==> src/rtl/push_arbiter.sv <==
// Shares one FIFO push port among NREQ requesters. Round-robin or fixed-priority
// grants with bounded bursts; configured and observed over the 32-bit register bus.
module push_arbiter #(
  parameter int          NREQ      = 4,
  parameter logic [31:0] ADDR_CTRL = 32'h0000_0010,
  parameter logic [31:0] ADDR_STAT = 32'h0000_0014
) (
  input  logic                    clk,
  input  logic                    rst_n,
  input  logic [NREQ-1:0]         req,
  output logic [NREQ-1:0]         ack,
  input  logic                    fifo_full,
  output logic                    fifo_push,
  output logic [$clog2(NREQ)-1:0] push_id,
  input  logic                    sw_we,
  input  logic                    sw_re,
  input  logic [31:0]             sw_addr,
  input  logic [31:0]             sw_wdata,
  output logic [31:0]             sw_rdata
);
  localparam int IW = $clog2(NREQ);
  localparam logic [0:0] S_IDLE  = 1'b0;
  localparam logic [0:0] S_BURST = 1'b1;

  logic            r_en, r_mode;
  logic [7:0]      r_blen;
  logic [NREQ-1:0] r_mask;
  logic [0:0]      r_state;
  logic [IW-1:0]   r_owner, r_rr;
  logic [7:0]      r_beat;
  logic [15:0]     r_cnt;

  logic [NREQ-1:0] w_elig;
  logic [7:0]      w_blen_eff;
  logic [IW-1:0]   w_win, w_idx;
  logic            w_win_vld;
  logic            w_push;
  logic [IW-1:0]   w_push_id, w_nxt_owner, w_nxt_rr;
  logic [0:0]      w_nxt_state;
  logic [7:0]      w_nxt_beat;
  logic            w_ctrl_wr, w_stat_wr;
  logic [31:0]     w_ctrl_rd, w_stat_rd;
  logic            w_unused;

  function automatic logic [IW-1:0] inc_ptr(input logic [IW-1:0] v);
    return (int'(v) == NREQ-1) ? '0 : v + 1'b1;
  endfunction

  assign w_elig     = req & r_mask;
  assign w_blen_eff = (r_blen == 8'd0) ? 8'd1 : r_blen;
  assign w_ctrl_wr  = sw_we && (sw_addr == ADDR_CTRL);
  assign w_stat_wr  = sw_we && (sw_addr == ADDR_STAT);
  assign w_ctrl_rd  = 32'({r_mask, r_blen, 6'b0, r_mode, r_en});
  assign w_stat_rd  = {r_state == S_BURST, 12'b0, 3'(r_owner), r_cnt};
  assign w_unused   = &{1'b0, sw_wdata[7:2], sw_wdata[31:16+NREQ]};

  // Scan order starts at rr_ptr in round-robin mode, at 0 in fixed mode.
  always_comb begin
    w_win     = '0;
    w_win_vld = 1'b0;
    w_idx     = '0;
    for (int k = 0; k < NREQ; k++) begin
      w_idx = r_mode ? IW'(k) : IW'((int'(r_rr) + k) % NREQ);
      if (!w_win_vld && w_elig[w_idx]) begin
        w_win     = w_idx;
        w_win_vld = 1'b1;
      end
    end
  end

  always_comb begin
    w_push      = 1'b0;
    w_push_id   = r_owner;
    w_nxt_state = r_state;
    w_nxt_owner = r_owner;
    w_nxt_beat  = r_beat;
    w_nxt_rr    = r_rr;
    if (r_state == S_IDLE) begin
      if (r_en && w_win_vld && !fifo_full) begin
        w_push      = 1'b1;
        w_push_id   = w_win;
        w_nxt_owner = w_win;
        w_nxt_beat  = 8'd1;
        if (w_blen_eff > 8'd1) w_nxt_state = S_BURST;
        else                   w_nxt_rr    = inc_ptr(w_win);
      end
    end else if (!r_en || !req[r_owner] || !r_mask[r_owner]) begin
      // Owner vanished or was disabled: abandon the burst without a push.
      w_nxt_state = S_IDLE;
      w_nxt_rr    = inc_ptr(r_owner);
    end else if (!fifo_full) begin
      w_push     = 1'b1;
      w_nxt_beat = r_beat + 8'd1;
      if (r_beat + 8'd1 == w_blen_eff) begin
        w_nxt_state = S_IDLE;
        w_nxt_rr    = inc_ptr(r_owner);
      end
    end
  end

  always_ff @(posedge clk or negedge rst_n) begin
    if (!rst_n) begin
      r_en      <= 1'b0;
      r_mode    <= 1'b0;
      r_blen    <= '0;
      r_mask    <= '0;
      r_state   <= S_IDLE;
      r_owner   <= '0;
      r_rr      <= '0;
      r_beat    <= '0;
      r_cnt     <= '0;
      ack       <= '0;
      fifo_push <= 1'b0;
      push_id   <= '0;
      sw_rdata  <= '0;
    end else begin
      r_state   <= w_nxt_state;
      r_owner   <= w_nxt_owner;
      r_rr      <= w_nxt_rr;
      r_beat    <= w_nxt_beat;
      fifo_push <= w_push;
      ack       <= w_push ? ({{(NREQ-1){1'b0}}, 1'b1} << w_push_id) : '0;
      if (w_push) push_id <= w_push_id;
      // Clear beats a coincident push.
      if (w_stat_wr)   r_cnt <= '0;
      else if (w_push) r_cnt <= r_cnt + 16'd1;
      if (w_ctrl_wr) begin
        r_en   <= sw_wdata[0];
        r_mode <= sw_wdata[1];
        r_blen <= sw_wdata[15:8];
        r_mask <= sw_wdata[16 +: NREQ];
      end
      if (sw_re) begin
        if (sw_addr == ADDR_CTRL)      sw_rdata <= w_ctrl_rd;
        else if (sw_addr == ADDR_STAT) sw_rdata <= w_stat_rd;
        else                           sw_rdata <= '0;
      end
    end
  end
endmodule

==> config.mk <==
export PLATFORM = sky130hd
export DESIGN_NAME = push_arbiter
export DESIGN_NICKNAME = d
export VERILOG_FILES = /design/src/rtl/push_arbiter.sv
export SDC_FILE = /design/constraint.sdc
export NUM_CORES = 1
export LEC_CHECK = 0
export CELL_PAD_IN_SITES_DETAIL_PLACEMENT = 1
export CELL_PAD_IN_SITES_GLOBAL_PLACEMENT = 1
export CORE_MARGIN = 2
export CORE_UTILIZATION = 39
export CTS_BUF_LIST = sky130_fd_sc_hd__clkbuf_16
export DETAILED_ROUTE_END_ITERATION = 16
export PLACE_DENSITY = 0.95
export SYNTH_ARGS = -nofsm -noshare
export SYNTH_HDL_FRONTEND = slang
export SYNTH_SLANG_ARGS = --single-unit
==> constraint.sdc <==
create_clock -name clk -period 4.9 [get_ports clk]
set_clock_uncertainty 0.15 [all_clocks]
set_input_delay 0.735 -clock clk [delete_from_list [all_inputs] [get_ports clk]]
set_output_delay 0.735 -clock clk [all_outputs]
set_load 0.03 [all_outputs]
# After elaboration in Yosys (flattened, before gate mapping)
# Index checks and enable logic that the tools add are counted.
totals:
  reg_bits: 82
  inputBits: 73
  output_inout_bits: 39
op_classes:
  add_sub_neg: 7
  order_cmp: 6
  eq_ne: 10
  shifts: 1
  n_mux: 54
  bitwise: 1
  n_reduce_logical: 21
op_table:
  columns: ["operator", "n"]
  rows:
  - ["32-bit by 5-bit equality test with 1-bit output, second input constant", 2]
  - ["32-bit two-way mux", 2]
  - ["8-bit two-way mux", 5]
  - ["2-bit two-way mux", 18]
  - ["16-bit two-way mux", 2]
  - ["1-bit two-way mux", 20]
  - ["16-bit by 1-bit adder with 16-bit output, second input constant", 1]
  - ["2-bit by 3-bit < comparator with 1-bit output, second input constant", 5]
  - ["1-bit binary-select mux with 2-bit select", 6]
  - ["8-bit by 1-bit adder with 8-bit output, second input constant", 1]
  - ["8-bit equality test", 1]
  - ["8-bit by 1-bit greater-than comparator with 1-bit output, second input constant", 1]
  - ["8-bit logical NOT", 1]
  - ["1-bit logical AND", 7]
  - ["1-bit logical NOT", 7]
  - ["2-bit by 1-bit adder with 2-bit output, second input constant", 3]
  - ["2-bit != test, second input constant", 3]
  - ["2-bit adder, second input constant", 2]
  - ["4-bit bitwise AND", 1]
  - ["2-bit by 1-bit equality test with 1-bit output, second input constant", 2]
  - ["4-bit two-way mux", 1]
  - ["4-bit AND reduction", 1]
  - ["2-bit nonzero test", 2]
  - ["1-bit by 2-bit << shifter with 4-bit output, first input constant", 1]
  - ["other kinds (4)", 5]

# Depth between registers and ports, before layout
logic_depth:
  word_depth: 19
  depth_mapped: 8

# Worst setup path after synthesis
# OpenSTA, ideal clock, no wires.
synth_timing:
  kind: "input to register"
  start: "in req[3]"
  end: "reg push_id[0]"
  arrival_time_ns: 2.227
  required_ns: 4.622
  path_slack_ns: 2.395
  cell_stages: 6
  path_cell_list: "and2_1 -> mux4_2 -> o21ai_4 -> inv_2 -> buf_6 -> mux2_1"
synth_via:
  elab_chain_len: 17
synth_rtl:
  columns: ["element", "line_no", "text"]
  rows:
  - ["from (decl)", "10", "input logic [NREQ-1:0] req,"]
  - ["4-bit bitwise AND", "49", "assign w_elig = req & r_mask;"]
  - ["1-bit binary-select mux with 2-bit select", "64", "if (!w_win_vld && w_elig[w_idx]) begin"]
  - ["1-bit two-way mux (implied by the code)", "64", null]
  - ["1-bit two-way mux", "64", null]
  - ["1-bit logical NOT", "64", null]
  - ["1-bit logical AND", "64", null]
  - ["1-bit two-way mux", "64", null]
  - ["1-bit logical NOT", "64", null]
  - ["1-bit logical AND", "64", null]
  - ["1-bit two-way mux", "64", null]
  - ["1-bit logical NOT", "64", null]
  - ["1-bit logical AND", "64", null]
  - ["1-bit two-way mux", "64", null]
  - ["1-bit logical AND (2 in a row)", "79", "if (r_en && w_win_vld && !fifo_full) begin"]
  - ["1-bit two-way mux", "79", null]
  - ["1-bit two-way mux *", "78", "if (r_state == S_IDLE) begin"]
  - ["named net w_push", "37", "logic w_push;"]
  - ["to (signal assigned)", "123", "if (w_push) push_id <= w_push_id;"]
  - ["to (decl)", "14", "output logic [$clog2(NREQ)-1:0] push_id,"]
# The timed path passes the listed nets; every way through them passes the cells marked *. The select of a mux whose other input is x is not followed.
# A chain may end at the register's enable or synchronous reset.

# Worst setup path in the final report
layout_timing:
  start: "in req[3]"
  end: "reg r_cnt[10]"
layout_via:
  elab_chain_len: 18
layout_rtl:
  columns: ["element", "line_no", "text"]
  rows:
  - ["4-bit bitwise AND", "49", null]
  - ["1-bit binary-select mux with 2-bit select", "64", null]
  - ["1-bit two-way mux (implied by the code)", "64", null]
  - ["1-bit two-way mux", "64", null]
  - ["1-bit logical NOT", "64", null]
  - ["1-bit logical AND", "64", null]
  - ["1-bit two-way mux", "64", null]
  - ["1-bit logical NOT", "64", null]
  - ["1-bit logical AND", "64", null]
  - ["1-bit two-way mux", "64", null]
  - ["1-bit logical NOT", "64", null]
  - ["1-bit logical AND", "64", null]
  - ["1-bit two-way mux", "64", null]
  - ["1-bit logical AND (2 in a row)", "79", null]
  - ["1-bit two-way mux", "79", null]
  - ["1-bit two-way mux *", "78", null]
  - ["2-bit nonzero test (no line) *", null, null]
  - ["to (signal assigned)", "126", "else if (w_push) r_cnt <= r_cnt + 16'd1;"]
  - ["to (decl)", "31", "logic [15:0] r_cnt;"]
# Mark *: on every way between the ends. The rest lies on a longest branch, timed or not. The select of a mux whose other input is x is not followed.

==> results.json <==
{
  "outcome": "complete, no violations",
  "vias": 3126,
  "routed-wl-met2_um": 6176,
  "dp_cells": 552,
  "fin_cells": 568,
  "overflow": 0,
  "hold_buffers": 0,
  "antenna_found_initial": 0,
  "fin_ws_ns": 1.834,
  "worst_slew_pin_slew_ns": 1.097,
  "max-vdd-ir-drop_v": 0.0002372,
  "antenna_left": 0,
  "synth_warnings": 0,
  "dp_worst_setup_slack_ns": 1.581,
  "worst_ep_arrival_time_ns": 3.09,
  "cts_root_buffer": "clkbuf_16",
  "dpl.hpwl_um": 7884,
  "grt_pass1_vias": 3501,
  "dr_wl_met3_um": 355,
  "r2r_cells": 7,
  "synthTopCellsByCount": "71 x dfrtp_1, 29 x nor2_1, 23 x nand2_1",
  "coreArea_sq_um": 9240,
  "period_needed_ns": 3.066,
  "multi_input_area_sq_um": 1769,
  "synth_edf_count": 0,
  "min_period_over_period_pct": 62.56,
  "insertion_delay_ns": 0.34,
  "synth_top_area_share_pct": 47.96,
  "cts_setup_buffers": 0,
  "io-pin-count": 112,
  "cts_max_level": 3,
  "drt-pass1-iter-count": 4,
  "grt_pass1_wl_um": 18650,
  "worst_hold_slack_ns": 0.1834,
  "min-delay-path-class": "primary input to asynchronous set/reset pin",
  "synth_most_common_cell": "dfrtp_1",
  "fp.dieH_um": 101.5,
  "synthToLayoutAreaGrowth_pct": 30.67,
  "drc_errors": 0,
  "postSynthCellCount": 352,
  "ff2ff_setup_slack_ns": 1.91,
  "synth_ff_type": "dfrtp_1",
  "fmax_ghz": 0.3262,
  "antennaDiodeCount": 0,
  "io_buffers": 82,
  "finalHoldViolations": 0,
  "finalWirelength_um": 11450,
  "synth-async-reset-ratio_pct": 100.0,
  "clkSinkCount": 71,
  "wl_met1_um": 4733,
  "drive_gt1_share_pct": 7.973,
  "clockBufferDepth": 2,
  "p_leak_uw": 0.002121,
  "syn_avg_cell_area_sq_um": 10.53,
  "worstSetupPathType": "primary input to register",
  "place.gp.congestion": 0.9050,
  "cp_max_fo": 7,
  "cp-start-kind": "primary input",
  "cts_made_buffers": 9,
  "syn_area_sq_um": 3705,
  "ff_latch_area_sq_um": 1777,
  "final_max_slew_viol_count": 0,
  "rsz0062_at_grt": "no",
  "dieArea_sq_um": 10300,
  "post-route-util_pct": 52.39,
  "yosysTopAreaCell": "dfrtp_1",
  "drt-initial-drc-count": 108,
  "nNetsFinal": 510,
  "netlist_top_cells_area": "dfrtp_1 48%, mux2_2 4.3%, mux2i_1 3.8%, nor2_1 2.9%, o2bb2ai_1 2.8%",
  "timing.rr.end": "r_rr[1]",
  "synth.distinct_cells": 55,
  "rows": 35,
  "cts_resized": 0,
  "critPathCaptureType": "register",
  "grt_max_degree": 54,
  "required_ns": 4.93,
  "final.setup.tns_ns": 0,
  "initial_core_util_pct": 40.09,
  "fillers": 1025,
  "wl_per_cell_um": 20.15,
  "ys_ff_latch": 71,
  "relSlewSlack_pct": 26.59,
  "routed_via_density": 5.504,
  "yosysSeqAreaShare_pct": 47.96,
  "topRoutingLayerUsed": "met4",
  "power_density_nw_per_um2": 256.9,
  "r2r-start": "r_beat[0]",
  "grt_usage_pct": 23.76,
  "clkSlewWorstSetupHoldPaths_ns": 0.06,
  "die_w_um": 101.5,
  "cap_violations": 0,
  "cts_tree": "done",
  "finalSetupViolCount": 0
}
==> per-stage QoR <==
stage	total power, uW	area [sq um]
after floorplan	624.0	3742
after global placement	673.8	4583
after detailed placement	676.1	4583
after CTS	1253	4841
after global routing	1278	4841
final	1244	4841
==> kinds of logic (layout without fill, tap and decap cells) <==
| logic type | count (synthesis) | count (layout) | share of synthesized area [%] |
|---|---|---|---|
| AND/OR/NAND/NOR | 122 | 122 | 16.65 |
| flip-flops | 71 | 71 | 47.96 |
| multiplexers | 30 | 30 | 8.949 |
| other | 1 | 11 | 0.1012 |
| adder cells (fa/ha/maj) | 3 | 3 | 1.013 |
| AO/OA/AOI/OAI | 67 | 67 | 13.81 |
| buffers and inverters | 35 | 112 | 5.302 |
| XOR/XNOR | 23 | 23 | 6.214 |
==> state kept, by name (all words and copies together), names as in the netlist <==
register	flops
r_state	1
r_mask	4
r_blen	8
r_en	1
r_beat	8
sw_rdata	21
ack	4
r_rr	2
fifo_push	1
push_id	2
r_owner	2
r_cnt	16
r_mode	1
==> worst max path at each step <==
| stage | from | endpoint | slack, ns |
|---|---|---|---|
| after floorplan | req[3] | push_id[0] | 2.40 |
| after global placement | req[3] | r_cnt[8] | 1.67 |
| after detailed placement | sw_addr[2] | r_cnt[6] | 1.58 |
| after CTS | sw_addr[2] | r_cnt[0] | 1.84 |
| after global routing | sw_addr[2] | r_cnt[0] | 1.71 |
| final | req[3] | r_cnt[10] | 1.83 |
==> worst max-delay path, stage by stage <==
cell             delay, ns
clkdlybuf4s50_1       0.41
and2_1                0.25
mux4_2                0.61
o211ai_1              0.63
nor2_1                0.16
xnor2_1               0.23
nor2_1                0.06
==> cell usage in the layout (no fill, tap or decap), drive strengths merged, types with 7 or more instances in the layout <==
cell,n
dfrtp,71
conb,11
mux2i,14
mux2,15
clkbuf,9
clkdlybuf4s50,81
o2bb2ai,12
nand3,12
nor2,29
nor3,14
nand2,23
inv,14
xnor2,11
a22o,11
nor4,9
a21oi,7
xor2,10
o21ai,13
nand4,9
==> final cells by class <==
cell class | instances | share of cell area (%)
flip-flops and latches | 71 | 36.70
multi-input cells | 256 | 36.55
repair buffers | 84 | 17.16
clock buffers | 9 | 4.652
well taps | 129 | 3.334
inverters | 12 | 0.9305
clock inverters | 7 | 0.6720
==> routing by layer <==
metal  global-route usage [%]  vias up
met2                    44.63       73
met3                    4.624       15
met1                    26.99     1611
met5                        0        -
li1                         -     1427
met4                    7.484        0
==> power breakdown <==
group,switching [uW],internal [uW]
registers,0.00000172,587
logic,37.6,41.2
clock network,245,333
total,283,961
(Power assumes the default switching activity.)
